## config.mk

```make
export PLATFORM = sky130hd
export DESIGN_NAME = mem_bus_router
export DESIGN_NICKNAME = d
export VERILOG_FILES = /design/src/rtl/bus_pkg.sv /design/src/rtl/addr_decoder.sv /design/src/rtl/mem_bus_router.sv
export SDC_FILE = /design/constraint.sdc
export NUM_CORES = 1
export LEC_CHECK = 0
export BUFFER_PORTS_ARGS = -buffer_cell sky130_fd_sc_hd__buf_2
export CORE_ASPECT_RATIO = 0.7
export CORE_MARGIN = 4
export CORE_UTILIZATION = 41
export CTS_CLUSTER_DIAMETER = 100
export DETAILED_ROUTE_END_ITERATION = 10
export GPL_ROUTABILITY_DRIVEN = 0
export PLACE_DENSITY = 0.78
export RECOVER_POWER = 25
export SLEW_MARGIN = 10
export SYNTH_ARGS = -nofsm -noshare
export SYNTH_HDL_FRONTEND = slang
export SYNTH_SLANG_ARGS = --single-unit
```

## constraint.sdc

```tcl
create_clock -name clk -period 2.25 [get_ports clk]
set_input_delay 0.225 -clock clk [delete_from_list [all_inputs] [get_ports clk]]
set_output_delay 0.225 -clock clk [all_outputs]
set_load 0.1 [all_outputs]
```

## src/rtl/bus_pkg.sv

```systemverilog
// ---------------------------------------------------------------------------
// bus_pkg
// Shared types and address-map constants for the CPU memory bus router and
// any future bus masters (e.g. DMA) that need the same address decode.
//   bus_state_t  : router FSM states (IDLE, FWD, RESP)
//   target_t     : decoded target of an address
//   *_DEF        : default address map
//   BUS_ERR_DATA : read data returned when a forwarded access times out
// ---------------------------------------------------------------------------
package bus_pkg;

    typedef enum logic [1:0] {
        IDLE,
        FWD,
        RESP
    } bus_state_t;

    typedef enum logic [1:0] {
        TGT_BRAM,
        TGT_UART,
        TGT_LED,
        TGT_NONE
    } target_t;

    localparam logic [31:0] BRAM_BASE_DEF = 32'h0000_0000;
    localparam logic [31:0] BRAM_SIZE_DEF = 32'h0000_2000;
    localparam logic [31:0] UART_BASE_DEF = 32'hF000_0000;
    localparam logic [31:0] UART_SPAN     = 32'd8;
    localparam logic [31:0] LED_ADDR_DEF  = 32'hF000_1000;
    localparam logic [31:0] BUS_ERR_DATA  = 32'hDEAD_BEEF;

    // Window check written as (addr - base) < size so that a window ending
    // exactly at the top of the 32-bit space does not wrap.
    function automatic logic inWindow(input logic [31:0] addr,
                                      input logic [31:0] base,
                                      input logic [31:0] size);
        return (addr >= base) && ((addr - base) < size);
    endfunction

endpackage

```

## src/rtl/addr_decoder.sv

```systemverilog
// ---------------------------------------------------------------------------
// addr_decoder
// Purely combinational address decoder for the SoC memory map.
// Ports:
//   i_addr   : 32-bit byte address
//   o_target : which target owns the address (TGT_NONE when unmapped)
// ---------------------------------------------------------------------------
module addr_decoder
    import bus_pkg::*;
#(
    parameter logic [31:0] BRAM_BASE = BRAM_BASE_DEF,
    parameter logic [31:0] BRAM_SIZE = BRAM_SIZE_DEF,
    parameter logic [31:0] UART_BASE = UART_BASE_DEF,
    parameter logic [31:0] LED_ADDR  = LED_ADDR_DEF
) (
    input  logic [31:0] i_addr,
    output target_t     o_target
);

    // Fixed priority decode: BRAM, then UART, then the LED word. The LED
    // register is a single word, so the byte offset bits are ignored.
    always_comb begin
        o_target = TGT_NONE;
        if (inWindow(i_addr, BRAM_BASE, BRAM_SIZE)) begin
            o_target = TGT_BRAM;
        end else if (inWindow(i_addr, UART_BASE, UART_SPAN)) begin
            o_target = TGT_UART;
        end else if ({i_addr[31:2], 2'b00} == LED_ADDR) begin
            o_target = TGT_LED;
        end
    end

endmodule

```

## src/rtl/mem_bus_router.sv

```systemverilog
// ---------------------------------------------------------------------------
// mem_bus_router
// Registers each CPU memory request, decodes it and forwards it to the BRAM
// controller or the UART. LED writes and unmapped accesses are answered
// locally. A per-transaction watchdog bounds how long a target may stall.
// Ports:
//   clk, reset            : clock, synchronous active-high reset
//   cpu_mem_*             : CPU native bus (valid/ready/addr/wdata/wstrb/rdata)
//   bram_mem_*            : BRAM controller port (router is the master)
//   uart_mem_*            : UART port (router is the master)
//   led                   : LED register
//   bus_error             : sticky error flag (unmapped access or timeout)
// ---------------------------------------------------------------------------
module mem_bus_router
    import bus_pkg::*;
#(
    parameter logic [31:0] BRAM_BASE = BRAM_BASE_DEF,
    parameter logic [31:0] BRAM_SIZE = BRAM_SIZE_DEF,
    parameter logic [31:0] UART_BASE = UART_BASE_DEF,
    parameter logic [31:0] LED_ADDR  = LED_ADDR_DEF,
    parameter int          LED_WIDTH = 8,
    parameter int          TIMEOUT   = 255
) (
    input  logic                 clk,
    input  logic                 reset,

    input  logic                 cpu_mem_valid,
    output logic                 cpu_mem_ready,
    input  logic [31:0]          cpu_mem_addr,
    input  logic [31:0]          cpu_mem_wdata,
    input  logic [3:0]           cpu_mem_wstrb,
    output logic [31:0]          cpu_mem_rdata,

    output logic                 bram_mem_valid,
    input  logic                 bram_mem_ready,
    output logic [31:0]          bram_mem_addr,
    output logic [31:0]          bram_mem_wdata,
    output logic [3:0]           bram_mem_wstrb,
    input  logic [31:0]          bram_mem_rdata,

    output logic                 uart_mem_valid,
    input  logic                 uart_mem_ready,
    output logic [31:0]          uart_mem_addr,
    output logic [31:0]          uart_mem_wdata,
    output logic [3:0]           uart_mem_wstrb,
    input  logic [31:0]          uart_mem_rdata,

    output logic [LED_WIDTH-1:0] led,
    output logic                 bus_error
);

    localparam int WD_W = (TIMEOUT < 1) ? 1 : $clog2(TIMEOUT + 1);
    localparam logic [WD_W-1:0] WD_LIMIT = WD_W'(TIMEOUT);

    bus_state_t           r_state;
    target_t              r_target;
    logic [31:0]          r_addr;
    logic [31:0]          r_wdata;
    logic [3:0]           r_wstrb;
    logic [WD_W-1:0]      r_wd;
    logic                 r_bramValid;
    logic                 r_uartValid;
    logic                 r_cpuReady;
    logic [31:0]          r_cpuRdata;
    logic [LED_WIDTH-1:0] r_led;
    logic                 r_busError;

    target_t              w_target;
    logic                 w_tgtReady;
    logic [31:0]          w_tgtRdata;
    logic [WD_W-1:0]      w_wdNext;

    // The decoder looks at the incoming address on the same edge that latches
    // it, so the decode result is exactly that of the latched address and the
    // target valid can be registered on that edge.
    addr_decoder #(
        .BRAM_BASE (BRAM_BASE),
        .BRAM_SIZE (BRAM_SIZE),
        .UART_BASE (UART_BASE),
        .LED_ADDR  (LED_ADDR)
    ) u_addr_decoder (
        .i_addr   (cpu_mem_addr),
        .o_target (w_target)
    );

    // Select the handshake of whichever target the current transaction went
    // to, and compute the saturating next watchdog count.
    assign w_tgtReady = (r_target == TGT_BRAM) ? bram_mem_ready : uart_mem_ready;
    assign w_tgtRdata = (r_target == TGT_BRAM) ? bram_mem_rdata : uart_mem_rdata;
    assign w_wdNext   = (r_wd == WD_LIMIT) ? r_wd : r_wd + 1'b1;

    // Main transaction FSM. Every output is a register written here, so no
    // CPU input reaches a target output without passing through a flop.
    // IDLE accepts a request, FWD waits on the target (bounded by the
    // watchdog), RESP gives the CPU its single-cycle ready pulse. A target
    // ready in the timeout cycle is checked first, so it completes normally.
    always_ff @(posedge clk) begin
        if (reset) begin
            r_state     <= IDLE;
            r_target    <= TGT_NONE;
            r_addr      <= '0;
            r_wdata     <= '0;
            r_wstrb     <= '0;
            r_wd        <= '0;
            r_bramValid <= 1'b0;
            r_uartValid <= 1'b0;
            r_cpuReady  <= 1'b0;
            r_cpuRdata  <= '0;
            r_led       <= '0;
            r_busError  <= 1'b0;
        end else begin
            case (r_state)
                IDLE: begin
                    r_cpuReady <= 1'b0;
                    if (cpu_mem_valid) begin
                        r_addr   <= cpu_mem_addr;
                        r_wdata  <= cpu_mem_wdata;
                        r_wstrb  <= cpu_mem_wstrb;
                        r_target <= w_target;
                        r_wd     <= '0;
                        case (w_target)
                            TGT_BRAM: begin
                                r_bramValid <= 1'b1;
                                r_state     <= FWD;
                            end
                            TGT_UART: begin
                                r_uartValid <= 1'b1;
                                r_state     <= FWD;
                            end
                            TGT_LED: begin
                                if (cpu_mem_wstrb[0]) begin
                                    r_led <= cpu_mem_wdata[LED_WIDTH-1:0];
                                end
                                r_cpuRdata <= 32'(r_led);
                                r_cpuReady <= 1'b1;
                                r_state    <= RESP;
                            end
                            default: begin
                                r_cpuRdata <= '0;
                                r_busError <= 1'b1;
                                r_cpuReady <= 1'b1;
                                r_state    <= RESP;
                            end
                        endcase
                    end
                end
                FWD: begin
                    if (w_tgtReady) begin
                        r_cpuRdata  <= w_tgtRdata;
                        r_bramValid <= 1'b0;
                        r_uartValid <= 1'b0;
                        r_wd        <= '0;
                        r_cpuReady  <= 1'b1;
                        r_state     <= RESP;
                    end else if (w_wdNext == WD_LIMIT) begin
                        r_cpuRdata  <= BUS_ERR_DATA;
                        r_bramValid <= 1'b0;
                        r_uartValid <= 1'b0;
                        r_wd        <= '0;
                        r_busError  <= 1'b1;
                        r_cpuReady  <= 1'b1;
                        r_state     <= RESP;
                    end else begin
                        r_wd <= w_wdNext;
                    end
                end
                RESP: begin
                    r_cpuReady <= 1'b0;
                    r_state    <= IDLE;
                end
                default: begin
                    r_cpuReady  <= 1'b0;
                    r_bramValid <= 1'b0;
                    r_uartValid <= 1'b0;
                    r_state     <= IDLE;
                end
            endcase
        end
    end

    // Both target ports carry the latched request fields; only the valid of
    // the decoded target is ever raised.
    assign bram_mem_valid = r_bramValid;
    assign bram_mem_addr  = r_addr;
    assign bram_mem_wdata = r_wdata;
    assign bram_mem_wstrb = r_wstrb;

    assign uart_mem_valid = r_uartValid;
    assign uart_mem_addr  = r_addr;
    assign uart_mem_wdata = r_wdata;
    assign uart_mem_wstrb = r_wstrb;

    assign cpu_mem_ready  = r_cpuReady;
    assign cpu_mem_rdata  = r_cpuRdata;
    assign led            = r_led;
    assign bus_error      = r_busError;

endmodule
```

==> reports/qor.yml, run 1 <==
status:
  status: "completed"
synth:
  yosysUniqueCellTypes: 49
  syn_nets: 886
  ys_async_sr_fraction_pct: 0
  yosysSeqAreaShare_pct: 41.68
  synth_edf_count: 0
  ys_ff_latch: 124
  synth_xor_area_share_pct: 0
  synth_flop_cell: "dfxtp_1"
  ys.warnings.count: 0
  synth_mux_area_share_pct: 6.681
  synthSimpleGateAreaFrac_pct: 23.30
  syn_inst: 748
  syn_area_per_cell_um2: 7.962
  synth_fa_ha_area_share_pct: 0.2101
  synth_compound_area_share_pct: 15.29
  syn-cell-area_um2: 5956
  synth_top_family_by_area: "simple AND/OR/NAND/NOR gates"
routing:
  route.vias.total: 5994
  drc: 0
  wl_met3_mm: 1.312
  drt_iter0_drc: 328
  vias_per_cell: 4.995
  routed.top_layer: "met5"
  wl_met2_mm: 8.734
  wl_met1_mm: 7.980
  wl_mm: 18.33
  routedWlPerCell_um: 15.28
  ant_nets: 0
  dr.pass1.iters: 4
pwr:
  p_comb_share_pct: 25.3
  finalPower_uw: 6489
  power.density_nw_per_um2: 820.1
  p_sw_uw: 2479
  swShare_pct: 38.20
  power.leakage_uw: 0.003645
  internal_power_uw: 4010
  power.share.clock_pct: 38.7
  seqPwrFrac_pct: 36.0
  ir_worst_vdd_v: 0.0004905
final_layout:
  final_cell_mix: "buf_2, nand2_1, dfxtp_1, a21oi_1, clkbuf_1"
  post-route-util_pct: 56.30
  fillers: 1351
  area_delta_synth_final_pct: 32.86
  drive_above_1_share_pct: 37.03
  layout_commonest_cell: "buf_2"
  finish.net_count: 1135
  diodes: 0
worst_setup_path:
  critPathMaxFanout: 10
  critPathKind: "reg2reg"
  setup.worst_path.start: "r_wd[1]"
  r2r_setup_slack_ps: 50
  r2r_start: "r_wd[1]"
  end_kind: "flop"
  worstRegToRegCells: 9
  worst_ep_arrival_time_ps: 2500
  cp-start-kind: "flop"
  reg2reg_to: "cpu_mem_rdata[10]"
  cp.required_ps: 2540
min_path:
  hold_end: "bram_mem_wdata[21]"
  hold_depth: 3
  hold_class: "in2reg"
  hp-start: "cpu_mem_wdata[21]"
clock_network:
  cts_buffers: 17
  cts_sinks: 124
  clock-root-buffer: "clkbuf_16"
  cts_buffer_depth: 2
  cts_tree: "built"
  clk_pin_slew_ps: 60
  cts_hold_buffers: 0
  clk_latency_ps: 410
  htreeDepth: 4
grt:
  overflow: 0
  grt.total_usage_pct: 21.11
  grt_max_degree: 113
  antenna_found_initial: 1
  grt_pass1_wl_mm: 28.63
  grt_pass1_vias: 5607
run:
  cap_violations: 0
sta:
  hold_viol_final: 0
  skew_ps: 8.249
  max-slew-margin-rel_pct: 18.27
  fmax_mhz: 454.0
  rsz0062_at_grt: "yes"
  max_slew.worst_pin.slew_ps: 1231
  drv_slew: 0
  setup_viol: 0
  hold_slack_ps: 58.04
  fin_crit_sh_pct: 97.90
  finalCriticalPeriod_ps: 2203
die:
  start_util_pct: 42.38
  die_area_um2: 16550
  core_region_area_um2: 14050
  pin_count: 317
  rows: 36
  dieHeight_um: 108.8
  die_x_um: 152.1
placement:
  io_buffers: 316
  hpwlAfterDp_mm: 13.60
-- sequential cells by signal, summed over array words and instances (netlist names) --
name            count
r_wd                8
bus_error           1
bram_mem_wstrb      4
led                 8
uart_mem_valid      1
r_state             2
bram_mem_wdata     32
bram_mem_valid      1
bram_mem_addr      32
r_target            2
cpu_mem_rdata      32
cpu_mem_ready       1
-- how the worst max path moves through the flow --
stage | endpoint | slack [ps] | cells past startpoint
detailed placement | cpu_mem_rdata[10] | -200 | 9
CTS | cpu_mem_rdata[10] | 10 | 9
global route | cpu_mem_rdata[9] | -7 | 9
finish | cpu_mem_rdata[10] | 50 | 9
global placement | cpu_mem_rdata[10] | -270 | 9
floorplan | cpu_mem_rdata[11] | 70 | 9
-- final cells by class --
type	count	area, µm²	area share [%]
clock inverters	14	111.4	1.407
flip-flops and latches	124	2486	31.42
well taps	190	237.7	3.004
repair buffers	353	1862	23.53
clock buffers	18	439.2	5.550
inverters	4	15.01	0.1898
multi-input cells	497	2761	34.90
-- metrics by stage --
stage / area (µm²) / setup TNS, ps / std cells / worst slack (ps)
floorplan: 5969 / 0 / 748 / 69.55
global placement: 7356 / -7019 / 1165 / -265.9
detailed placement: 7356 / -4954 / 1165 / -203.1
CTS: 7961 / 0 / 1200 / 11.89
global route: 7913 / -13.24 / 1200 / -6.545
finish: 7913 / 0 / 1200 / 47.27
-- kinds of logic after synthesis --
family / count (synthesis)
AOI/OAI and AO/OA: 152
adders and majority gates: 1
buffers and inverters: 127
DFF: 124
muxes: 32
and+or+nand+nor: 312
-- power by group through the flow --
stage | clock, µW | combinational, µW | sequential [µW]
2_1_floorplan | 0 | 858 | 2910
3_3_place_gp | 0 | 1640 | 2380
3_5_place_dp | 0 | 1640 | 2380
4_1_cts | 2570 | 1660 | 2330
5_1_grt | 2690 | 1710 | 2340
6_report | 2510 | 1640 | 2330
-- worst max-delay path, cell delays in order (launching register included) --
cell and delay, ps:
dfxtp_2 350, ha_4 170, nand3_2 90, buf_6 130
o2111ai_2 170, o211ai_2 130, a311o_2 410, nand2b_4 140
buf_12 160, mux2_2 330
-- routing by layer --
metal | vias to the layer above | global-route usage [%]
met5 | - | 0
met4 | 2 | 6.543
met3 | 23 | 7.299
met2 | 209 | 34.57
met1 | 2788 | 26.52
li1 | 2972 | -
-- cell usage after synthesis, types with 2 or more instances --
cell | count | area, µm²
a211oi_1 | 2 | 15.01
a21oi_1 | 88 | 440.4
a31o_2 | 15 | 131.4
a31oi_1 | 20 | 125.1
a32o_1 | 2 | 20.02
and2_1 | 2 | 12.51
and3_1 | 5 | 31.28
and4_1 | 3 | 26.28
buf_2 | 10 | 50.05
buf_4 | 69 | 518.0
buf_6 | 2 | 22.52
clkbuf_1 | 40 | 150.1
dfxtp_1 | 124 | 2482
inv_1 | 4 | 15.01
mux2_2 | 2 | 22.52
mux2_4 | 15 | 225.2
mux2i_1 | 15 | 150.1
nand2_1 | 184 | 690.7
nand2b_1 | 3 | 18.77
nand3_1 | 6 | 30.03
nand4_1 | 3 | 18.77
nor2_1 | 42 | 157.7
nor2b_1 | 20 | 125.1
nor3_1 | 16 | 80.08
nor4_1 | 17 | 106.4
o21a_1 | 4 | 30.03
o21ai_0 | 11 | 55.05
or2_2 | 3 | 18.77
-- repair_timing --
action | 4_1_cts | 5_1_grt
cloned | 1 | 0
pin swaps | 2 | 3
setup buffers | 2 | 0
setup endpoints to repair | 28 | 28
gates resized for setup | 4 | 7
(Power assumes the default switching activity.)
==> run 2, diff against run 1 <==
Settings changed: CORE_MARGIN 4 to 5.
==> run 2 against run 1 <==
Compared with the run above:
- clock power increased by 8%
- critical path depth down 1
- via count down 0.72%
- cell area increased by 1.7%
==> reports/qor.yml, run 2 (synthesized netlist as in run 1, its figures left out) <==
die:
  rows: 36
  die_x_um: 154.1
  dieHeight_um: 110.8
  die_area_um2: 17080
  pin_count: 317
  start_util_pct: 42.24
  core_region_area_um2: 14100
routing:
  dr.pass1.iters: 4
  vias_per_cell: 4.914
  drt_iter0_drc: 350
  routedWlPerCell_um: 15.19
  drc: 0
  wl_mm: 18.40
  route.vias.total: 5951
  ant_nets: 0
grt:
  antenna_found_initial: 0
  grt.total_usage_pct: 20.10
  grt_pass1_vias: 5680
  grt_max_degree: 113
  grt_pass1_wl_mm: 28.79
  overflow: 0
worst_setup_path:
  worst_ep_arrival_time_ps: 2470
  endpoint: "cpu_mem_rdata[18]"
  worstRegToRegCells: 8
  cp.required_ps: 2540
  reg2reg_to: "cpu_mem_rdata[18]"
  critPathMaxFanout: 16
  cp-start-kind: "flop"
  r2r_setup_slack_ps: 60
  critPathKind: "reg2reg"
  r2r_start: "r_wd[0]"
  setup.worst_path.start: "r_wd[0]"
  end_kind: "flop"
sta:
  hold_viol_final: 0
  max-slew-margin-rel_pct: 17.18
  setup_viol: 0
  drv_slew: 0
  skew_ps: 12.04
  finalCriticalPeriod_ps: 2186
  fin_crit_sh_pct: 97.14
  fmax_mhz: 457.5
  max_slew.worst_pin.slew_ps: 1248
clock_network:
  cts_tree: "built"
  clk_latency_ps: 410
  cts_buffers: 17
  cts_hold_buffers: 0
  clock-root-buffer: "clkbuf_16"
  clk_pin_slew_ps: 60
  cts_sinks: 124
  htreeDepth: 4
  cts_buffer_depth: 2
final_layout:
  finish.net_count: 1145
  layout_commonest_cell: "buf_2"
  stdcell_area_um2: 8050
  fillers: 1299
  final_cell_mix: "buf_2, nand2_1, dfxtp_1, a21oi_1, clkbuf_1"
  area_delta_synth_final_pct: 35.17
  drive_above_1_share_pct: 37.55
placement:
  io_buffers: 316
  postPlaceCellArea_um2: 7391
  hpwlAfterDp_mm: 13.31
pwr:
  power.leakage_uw: 0.003680
  power.density_nw_per_um2: 828.4
  ir_worst_vdd_v: 0.0004684
  finalPower_uw: 6669
min_path:
  hold_class: "in2reg"
  hp-start: "cpu_mem_wdata[8]"
status:
  status: "completed"
run:
  cap_violations: 0
==> run 2: changes by cell type in the layout (fill, tap and decap cells not counted), moves of 2 or more <==
cell / before / now
buf_4: 31 / 39
clkbuf_1: 62 / 70
buf_2: 253 / 246
clkbuf_16: 17 / 19
nor4_1: 14 / 9
clkbuf_2: 0 / 2
buf_12: 4 / 2
nor4_2: 3 / 8
bufinv_16: 0 / 2
==> run 2: timing repair <==
item,CTS,global route
cloned,0,3
hold endpoints to repair,0,0
endpoints found under the setup margin,15,27
gates resized for setup,1,17
setup buffers,0,3
pin swaps,1,4
==> run 2: layer usage <==
| layer | vias up | wire length, µm | track usage [%] |
|---|---|---|---|
| met1 | 2722 | 7855 | 25.75 |
| li1 | 2994 | - | - |
| met2 | 223 | 8850 | 32.82 |
| met5 | - | 0 | 0 |
| met4 | 0 | 155 | 5.529 |
| met3 | 12 | 1538 | 6.165 |
==> run 2: through the flow <==
| stage | cells | TNS [ps] | util, % | hold WS [ps] | setup slack (ps) |
|---|---|---|---|---|---|
| floorplan | 748 | 0 | - | 361.0 | 69.55 |
| global placement | 1173 | -7689 | 52.42 | 443.1 | -235.2 |
| detailed placement | 1173 | -4700 | 52.42 | 450.3 | -165.2 |
| CTS | 1204 | 0 | 56.55 | 35.83 | 71.05 |
| global route | 1210 | -127.4 | 57.08 | 41.88 | -39.68 |
| finish | 1211 | 0 | 57.10 | 53.75 | 64.24 |
==> run 2: layout make-up <==
type | instances | area, µm² | share of cell area, %
antenna | 1 | 2.502 | 0.03108
clock buffer | 17 | 425.4 | 5.284
clock inverter | 15 | 162.7 | 2.021
inverter | 4 | 15.01 | 0.1865
multi-input combinational | 497 | 2810 | 34.91
sequential | 124 | 2487 | 30.90
tap | 190 | 237.7 | 2.953
timing repair buffer | 363 | 1909 | 23.72
==> run 2: power breakdown <==
| part | switching [µW] | leakage (µW) | internal (µW) |
|---|---|---|---|
| Clock | 1050 | 0.000286 | 1650 |
| Combinational | 1370 | 0.00238 | 276 |
| Sequential | 56.3 | 0.00101 | 2270 |
==> run 2: how the worst min path moves through the flow <==
stage                              end  cells past startpoint
global placement             bus_error                      1
CTS                 bram_mem_wdata[30]                      3
finish               bram_mem_wdata[8]                      3
floorplan             bram_mem_addr[0]                      2
detailed placement           bus_error                      1
global route        bram_mem_wdata[28]                      3
==> run 2: critical path: stages (launching register included) <==
cell and delay (ps):
dfxtp_2 350, ha_4 180, nand3_2 120, or4_4 500, o211ai_2 90, a311o_2 240
nand2b_4 110, clkbuf_16 200, mux2_4 290
